### src/rtl/pwm_reg_pkg.sv
// Register offsets, widths and the per-channel config type shared by the PWM core
// and its channel instances.
package pwm_reg_pkg;

   localparam int PWM_CTRL_OFFSET        = 'h00;
   localparam int PWM_PRESC_OFFSET       = 'h04;
   localparam int PWM_INTR_STATE_OFFSET  = 'h08;
   localparam int PWM_INTR_ENABLE_OFFSET = 'h0C;
   localparam int PWM_CH_BASE            = 'h10;
   localparam int PWM_CH_STRIDE          = 8;
   localparam int PWM_DUTY_SUBOFF        = 4;

   localparam int PWM_PRESC_W  = 16;
   // Config fields are carried at the widest legal counter width; channels slice down.
   localparam int PWM_CNT_MAXW = 32;

   typedef struct packed {
      logic [PWM_CNT_MAXW-1:0] period;
      logic [PWM_CNT_MAXW-1:0] duty;
   } pwm_ch_cfg_t;

   function automatic int pwm_ch_offset(input int ch, input bit is_duty);
      return PWM_CH_BASE + ch * PWM_CH_STRIDE + (is_duty ? PWM_DUTY_SUBOFF : 0);
   endfunction

endpackage

### src/rtl/pwm_channel.sv
// One PWM channel: period counter, active period/duty copies and the output flop.
// Pending values are taken while disabled and at every period wrap.
module pwm_channel import pwm_reg_pkg::*; #(
   parameter int CntW = 16
) (
   input  logic        clk_i,
   input  logic        rst_ni,
   input  logic        en_i,
   input  logic        tick_i,
   input  pwm_ch_cfg_t cfg_i,
   output logic        pwm_o,
   output logic        wrap_o
);

   logic [CntW-1:0] cnt_q, cnt_d;
   logic [CntW-1:0] per_q, per_d;
   logic [CntW-1:0] duty_q, duty_d;
   logic            pwm_q, pwm_d;
   logic [CntW-1:0] per_new, duty_new;
   logic            unused_cfg;

   assign per_new    = cfg_i.period[CntW-1:0];
   assign duty_new   = cfg_i.duty[CntW-1:0];
   assign unused_cfg = ^cfg_i;

   assign wrap_o = en_i && tick_i && (cnt_q == per_q);

   always_comb begin
      cnt_d  = cnt_q;
      per_d  = per_q;
      duty_d = duty_q;
      // cnt <= per_q always holds, so cnt < duty covers both duty=0 and duty>period.
      pwm_d  = en_i && (cnt_q < duty_q);
      if (!en_i) begin
         cnt_d  = '0;
         per_d  = per_new;
         duty_d = duty_new;
      end else if (tick_i) begin
         if (cnt_q == per_q) begin
            cnt_d  = '0;
            per_d  = per_new;
            duty_d = duty_new;
         end else begin
            cnt_d = cnt_q + CntW'(1);
         end
      end
   end

   always_ff @(posedge clk_i or negedge rst_ni) begin
      if (!rst_ni) begin
         cnt_q  <= '0;
         per_q  <= '0;
         duty_q <= '0;
         pwm_q  <= 1'b0;
      end else begin
         cnt_q  <= cnt_d;
         per_q  <= per_d;
         duty_q <= duty_d;
         pwm_q  <= pwm_d;
      end
   end

   assign pwm_o = pwm_q;

endmodule

### src/rtl/pwm_core.sv
// PWM register file, shared prescaler and interrupt logic driving NCh pwm_channel
// instances. Reads are combinational off addr_i while re_i is high.
module pwm_core import pwm_reg_pkg::*; #(
   parameter int NCh   = 4,
   parameter int CntW  = 16,
   parameter int RegAw = 8,
   parameter int RegDw = 32
) (
   input  logic             clk_i,
   input  logic             rst_ni,
   input  logic             re_i,
   input  logic             we_i,
   input  logic [RegAw-1:0] addr_i,
   input  logic [RegDw-1:0] wdata_i,
   output logic [RegDw-1:0] rdata_o,
   output logic [NCh-1:0]   pwm_o,
   output logic             intr_o
);

   logic [RegAw-1:0] waddr;
   logic             sel_ctrl, sel_presc, sel_ist, sel_ien;
   logic [NCh-1:0]   sel_per, sel_duty;

   logic [NCh-1:0]            ctrl_q, ctrl_d;
   logic [NCh-1:0]            ist_q, ist_d;
   logic [NCh-1:0]            ien_q, ien_d;
   logic [PWM_PRESC_W-1:0]    presc_q, presc_d;
   logic [PWM_PRESC_W-1:0]    pre_cnt_q, pre_cnt_d;
   logic [NCh-1:0][CntW-1:0]  per_q, per_d;
   logic [NCh-1:0][CntW-1:0]  duty_q, duty_d;
   logic                      intr_q, intr_d;

   logic                      any_en, tick;
   logic [NCh-1:0]            wrap;
   logic [NCh-1:0]            w1c;
   pwm_ch_cfg_t [NCh-1:0]     cfg;
   logic                      unused_bits;

   assign waddr       = {addr_i[RegAw-1:2], 2'b00};
   assign unused_bits = ^{wdata_i, addr_i[1:0]};

   always_comb begin
      sel_ctrl  = (waddr == RegAw'(PWM_CTRL_OFFSET));
      sel_presc = (waddr == RegAw'(PWM_PRESC_OFFSET));
      sel_ist   = (waddr == RegAw'(PWM_INTR_STATE_OFFSET));
      sel_ien   = (waddr == RegAw'(PWM_INTR_ENABLE_OFFSET));
      sel_per   = '0;
      sel_duty  = '0;
      for (int ch = 0; ch < NCh; ch++) begin
         sel_per[ch]  = (waddr == RegAw'(pwm_ch_offset(ch, 1'b0)));
         sel_duty[ch] = (waddr == RegAw'(pwm_ch_offset(ch, 1'b1)));
      end
   end

   // Prescaler only runs while some channel is enabled; a P shrunk below pre_cnt wraps.
   assign any_en = |ctrl_q;
   assign tick   = any_en && (pre_cnt_q == presc_q);

   always_comb begin
      if (!any_en || (pre_cnt_q >= presc_q)) pre_cnt_d = '0;
      else                                   pre_cnt_d = pre_cnt_q + PWM_PRESC_W'(1);
   end

   always_comb begin
      ctrl_d  = ctrl_q;
      presc_d = presc_q;
      ien_d   = ien_q;
      per_d   = per_q;
      duty_d  = duty_q;
      if (we_i) begin
         if (sel_ctrl)  ctrl_d  = wdata_i[NCh-1:0];
         if (sel_presc) presc_d = wdata_i[PWM_PRESC_W-1:0];
         if (sel_ien)   ien_d   = wdata_i[NCh-1:0];
         for (int ch = 0; ch < NCh; ch++) begin
            if (sel_per[ch])  per_d[ch]  = wdata_i[CntW-1:0];
            if (sel_duty[ch]) duty_d[ch] = wdata_i[CntW-1:0];
         end
      end
      // A wrap set beats a same-cycle W1C on the same bit.
      w1c    = (we_i && sel_ist) ? wdata_i[NCh-1:0] : '0;
      ist_d  = (ist_q & ~w1c) | wrap;
      intr_d = |(ist_d & ien_d);
   end

   always_ff @(posedge clk_i or negedge rst_ni) begin
      if (!rst_ni) begin
         ctrl_q    <= '0;
         presc_q   <= '0;
         pre_cnt_q <= '0;
         ist_q     <= '0;
         ien_q     <= '0;
         per_q     <= '0;
         duty_q    <= '0;
         intr_q    <= 1'b0;
      end else begin
         ctrl_q    <= ctrl_d;
         presc_q   <= presc_d;
         pre_cnt_q <= pre_cnt_d;
         ist_q     <= ist_d;
         ien_q     <= ien_d;
         per_q     <= per_d;
         duty_q    <= duty_d;
         intr_q    <= intr_d;
      end
   end

   always_comb begin
      rdata_o = '0;
      if (re_i) begin
         if (sel_ctrl)  rdata_o = RegDw'(ctrl_q);
         if (sel_presc) rdata_o = RegDw'(presc_q);
         if (sel_ist)   rdata_o = RegDw'(ist_q);
         if (sel_ien)   rdata_o = RegDw'(ien_q);
         for (int ch = 0; ch < NCh; ch++) begin
            if (sel_per[ch])  rdata_o = RegDw'(per_q[ch]);
            if (sel_duty[ch]) rdata_o = RegDw'(duty_q[ch]);
         end
      end
   end

   for (genvar ch = 0; ch < NCh; ch++) begin : g_ch
      assign cfg[ch] = '{period: PWM_CNT_MAXW'(per_q[ch]), duty: PWM_CNT_MAXW'(duty_q[ch])};

      pwm_channel #(.CntW(CntW)) u_ch (
         .clk_i  (clk_i),
         .rst_ni (rst_ni),
         .en_i   (ctrl_q[ch]),
         .tick_i (tick),
         .cfg_i  (cfg[ch]),
         .pwm_o  (pwm_o[ch]),
         .wrap_o (wrap[ch])
      );
   end

   assign intr_o = intr_q;

endmodule

### config.mk
export PLATFORM = sky130hd
export DESIGN_NAME = pwm_core
export DESIGN_NICKNAME = d
export VERILOG_FILES = /design/src/rtl/pwm_reg_pkg.sv /design/src/rtl/pwm_channel.sv /design/src/rtl/pwm_core.sv
export SDC_FILE = /design/constraint.sdc
export NUM_CORES = 1
export LEC_CHECK = 0
export CAP_MARGIN = 20
export CORE_MARGIN = 8
export CORE_UTILIZATION = 48
export DETAILED_ROUTE_END_ITERATION = 8
export GPL_TIMING_DRIVEN = 0
export PLACE_DENSITY_LB_ADDON = 0.12
export SYNTH_ARGS = -nofsm -noshare
export SYNTH_HDL_FRONTEND = slang
export SYNTH_HIERARCHICAL = 1
export SYNTH_SLANG_ARGS = --single-unit
export TNS_END_PERCENT = 5
### constraint.sdc
create_clock -name clk_i -period 9.53 [get_ports clk_i]
set_input_delay 2.859 -clock clk_i [delete_from_list [all_inputs] [get_ports clk_i]]
set_output_delay 2.859 -clock clk_i [all_outputs]
set_load 0.005 [all_outputs]
==> impl_metrics.yaml <==
die:
  initial_core_util: 0.4821
  coreArea_sq_um: 40550
  num_rows: 74
  die_area_sq_um: 47450
  num_io_pins: 81
  die_h_microns: 217.8
  dieWidth_microns: 217.8
setup_path:
  timing.rr.end: "g_ch[3].u_ch/cnt_q[14]"
  worst_path_most_repeated_cell: "clkdlybuf4s50_1"
  critPathLaunch: "addr_i[7]"
  r2r_slack_ps: 6370
  critPathRequiredTime_ps: 6670
  crit_path_end: "rdata_o[4]"
  worstPathArrival_ps: 6350
  crit_chain: "clkdlybuf4s50_1 > nor4b_1 > buf_2 > a21oi_1 > o31ai_1 > o211ai_1 > a31oi_1 > clkdlybuf4s50_1"
  crit_type: "input pin to primary output"
  max_stage_delay_ps: 950
  cp-start-kind: "input pin"
  worst-path-max-fanout: 10
  endpoint_kind: "primary output"
  cp_slowest_cell: "nor4b_1"
  ff2ff_path_depth: 12
  rr_startpoint: "presc_q[11]"
detailed_routing:
  drtIter0Drc: 948
  viasPerCell: 5.563
  postRouteAntennaNets: 0
  first_pass_iters: 5
  drc_errors: 0
  routedWlPerCell_microns: 22.64
  vias: 12890
  drt_wl_total_microns: 52460
sta:
  slew_headroom: 0.3042
  finalCritPeriodShare: 0.9664
  setup_viol: 0
  clock.fmax_ghz: 0.1086
  rsz0062_at_grt: "no"
  tightest_slew_ps: 1029
  skew_ps: 11.24
  fin_tns_setup_ps: 0
  slew_viol_final: 0
  fin_crit_ps: 9210
  final_hold_viol_count: 0
cells_and_area:
  nets: 1876
  area_growth_pct: 13.85
  instances_no_fill: 2317
  utilization: 0.5489
  final_common_cell: "dfrtp_1"
  drive_gt1_frac: 0.2468
  final_cell_mix: "dfrtp_1, mux2_2, xnor2_1"
  fin_area_sq_um: 22260
cts:
  cts.sinks: 369
  cts.clk_slew.worst_paths_ps: 60
  cts_tree: "done"
  root_buffer: "clkbuf_16"
  postCtsSetupRepairBufs: 0
  h-tree-depth: 2
  clock_latency_ps: 560
  numCtsBuffers: 42
  cts_max_path_buffers: 3
yosys:
  synth_area_leaders: "dfrtp_1, mux2_2, mux2_4"
  yosys.area.top_type: "dfrtp_1"
  synth_edf_count: 0
  ys_seq_area_frac: 0.4723
  async_flop_share: 1.000
  synth_warnings: 6
  syn_area_sq_um: 19550
  synthDistinctLibCells: 68
  postSynthCellCount: 1642
  ys_ff_latch: 369
  syn_area_per_cell_sq_um: 11.91
  synth_top_cell_area_share: 0.4723
  synthFlopType: "dfrtp_1"
outcome:
  status: "complete, no violations"
placement:
  portBuffers: 43
  dp_cells: 2239
  detailed_place_hpwl_microns: 38690
  placed_cell_area_sq_um: 20830
  gp_congestion: 0.9606
grt:
  grt_start_max_net_pins: 118
  grt_pass1_vias: 13160
  grt_overflow: 0
  grt_pass1_wl_microns: 80520
  grt_usage: 0.2226
  antenna_found_initial: 2
power_and_ir_drop:
  irDropWorstVdd_v: 0.0001188
  leakagePower_nw: 10.21
  finalPower_mw: 4.334
  powerDensity_nw_per_um2: 194.7
worst_hold_path:
  min_path_type: "flop to flop"
run:
  cap_violations: 0
cells by family after synthesis:
| family | share of synthesized area |
|---|---|
| simple gates | 0.1016 |
| compound gates | 0.07007 |
| mux | 0.1925 |
| other cells | 0.0001918 |
| flops | 0.4723 |
| xor+xnor | 0.05823 |
| buf+inv | 0.05337 |
| fa+ha+maj | 0.05183 |
registers in the layout, indices dropped and copies added, names as in the netlist:
signal and count:
g_ch.u_ch/per_q 64, pre_cnt_q 16, g_ch.u_ch/cnt_q 64, ist_q 4, ctrl_q 4, cfg 128, g_ch.u_ch/pwm_o 4, g_ch.u_ch/duty_q 64
intr_o 1, presc_q 16, ien_q 4
cell usage after synthesis, drive strengths merged, types with 27 or more instances:
library cell / instances
nand4: 42
nand2: 76
a21oi: 41
nor2: 110
inv: 92
mux2: 276
xnor2: 112
dfrtp: 369
o21ai: 64
buf: 63
nor3: 27
nand3: 31
ha: 81
metal layers:
layer | share of wire | up-vias | global-route usage
met2 | 0.46 | 354 | 0.3477
met4 | 0.028 | 2 | 0.06673
met1 | 0.45 | 6468 | 0.3103
met3 | 0.059 | 79 | 0.04508
met5 | 0.00025 | - | 0
li1 | - | 5987 | -
worst max-delay path: cells and delay by family:
kind / cells / cell delay, ps
AO/OA/AOI/OAI: 4 / 1000
buffers and inverters: 3 / 1530
AND/OR/NAND/NOR: 1 / 950
cell type report:
type / count / area, sq um
fillers: 3490 / 18290
multi-input cells: 1110 / 9343
flip-flops and latches: 369 / 9234
clock buffers: 63 / 1301
plain buffers: 85 / 694.4
well taps: 532 / 665.6
repair buffers: 50 / 548.0
inverters: 93 / 349.1
clock inverters: 13 / 121.4
diodes: 2 / 5.005
worst min-delay path by stage:
| stage | from | end | slack, ps | cells after the start |
|---|---|---|---|---|
| after floorplan | ist_q[2] | ist_q[2] | 460 | 1 |
| after global placement | ist_q[2] | ist_q[2] | 490 | 1 |
| after detailed placement | g_ch[1].u_ch/duty_q[2] | g_ch[1].u_ch/duty_q[2] | 490 | 1 |
| after CTS | ist_q[2] | ist_q[2] | 510 | 1 |
| after global routing | g_ch[1].u_ch/duty_q[2] | g_ch[1].u_ch/duty_q[2] | 520 | 1 |
| final | ist_q[1] | ist_q[1] | 510 | 1 |
timing repair:
item	CTS	global route
endpoints found under the setup margin	0	2
hold buffers	0	0
endpoints found under the hold margin	0	0
resized for setup	0	1
metrics by stage:
| stage | setup slack (ps) | hold WS [ps] |
|---|---|---|
| after floorplan | 2266 | 464.5 |
| after global placement | -10770 | 491.2 |
| after detailed placement | 271.4 | 492.3 |
| after CTS | 258.2 | 507.8 |
| after global routing | 176.6 | 523.6 |
| final | 320.3 | 507.5 |
power breakdown:
group          switching [mW]  total, mW  internal [mW]
Combinational           0.346      0.738          0.392
Sequential              0.185       1.94           1.76
Clock                   0.656       1.65          0.996
Total                    1.19       4.33           3.15
(Power assumes the default switching activity.)
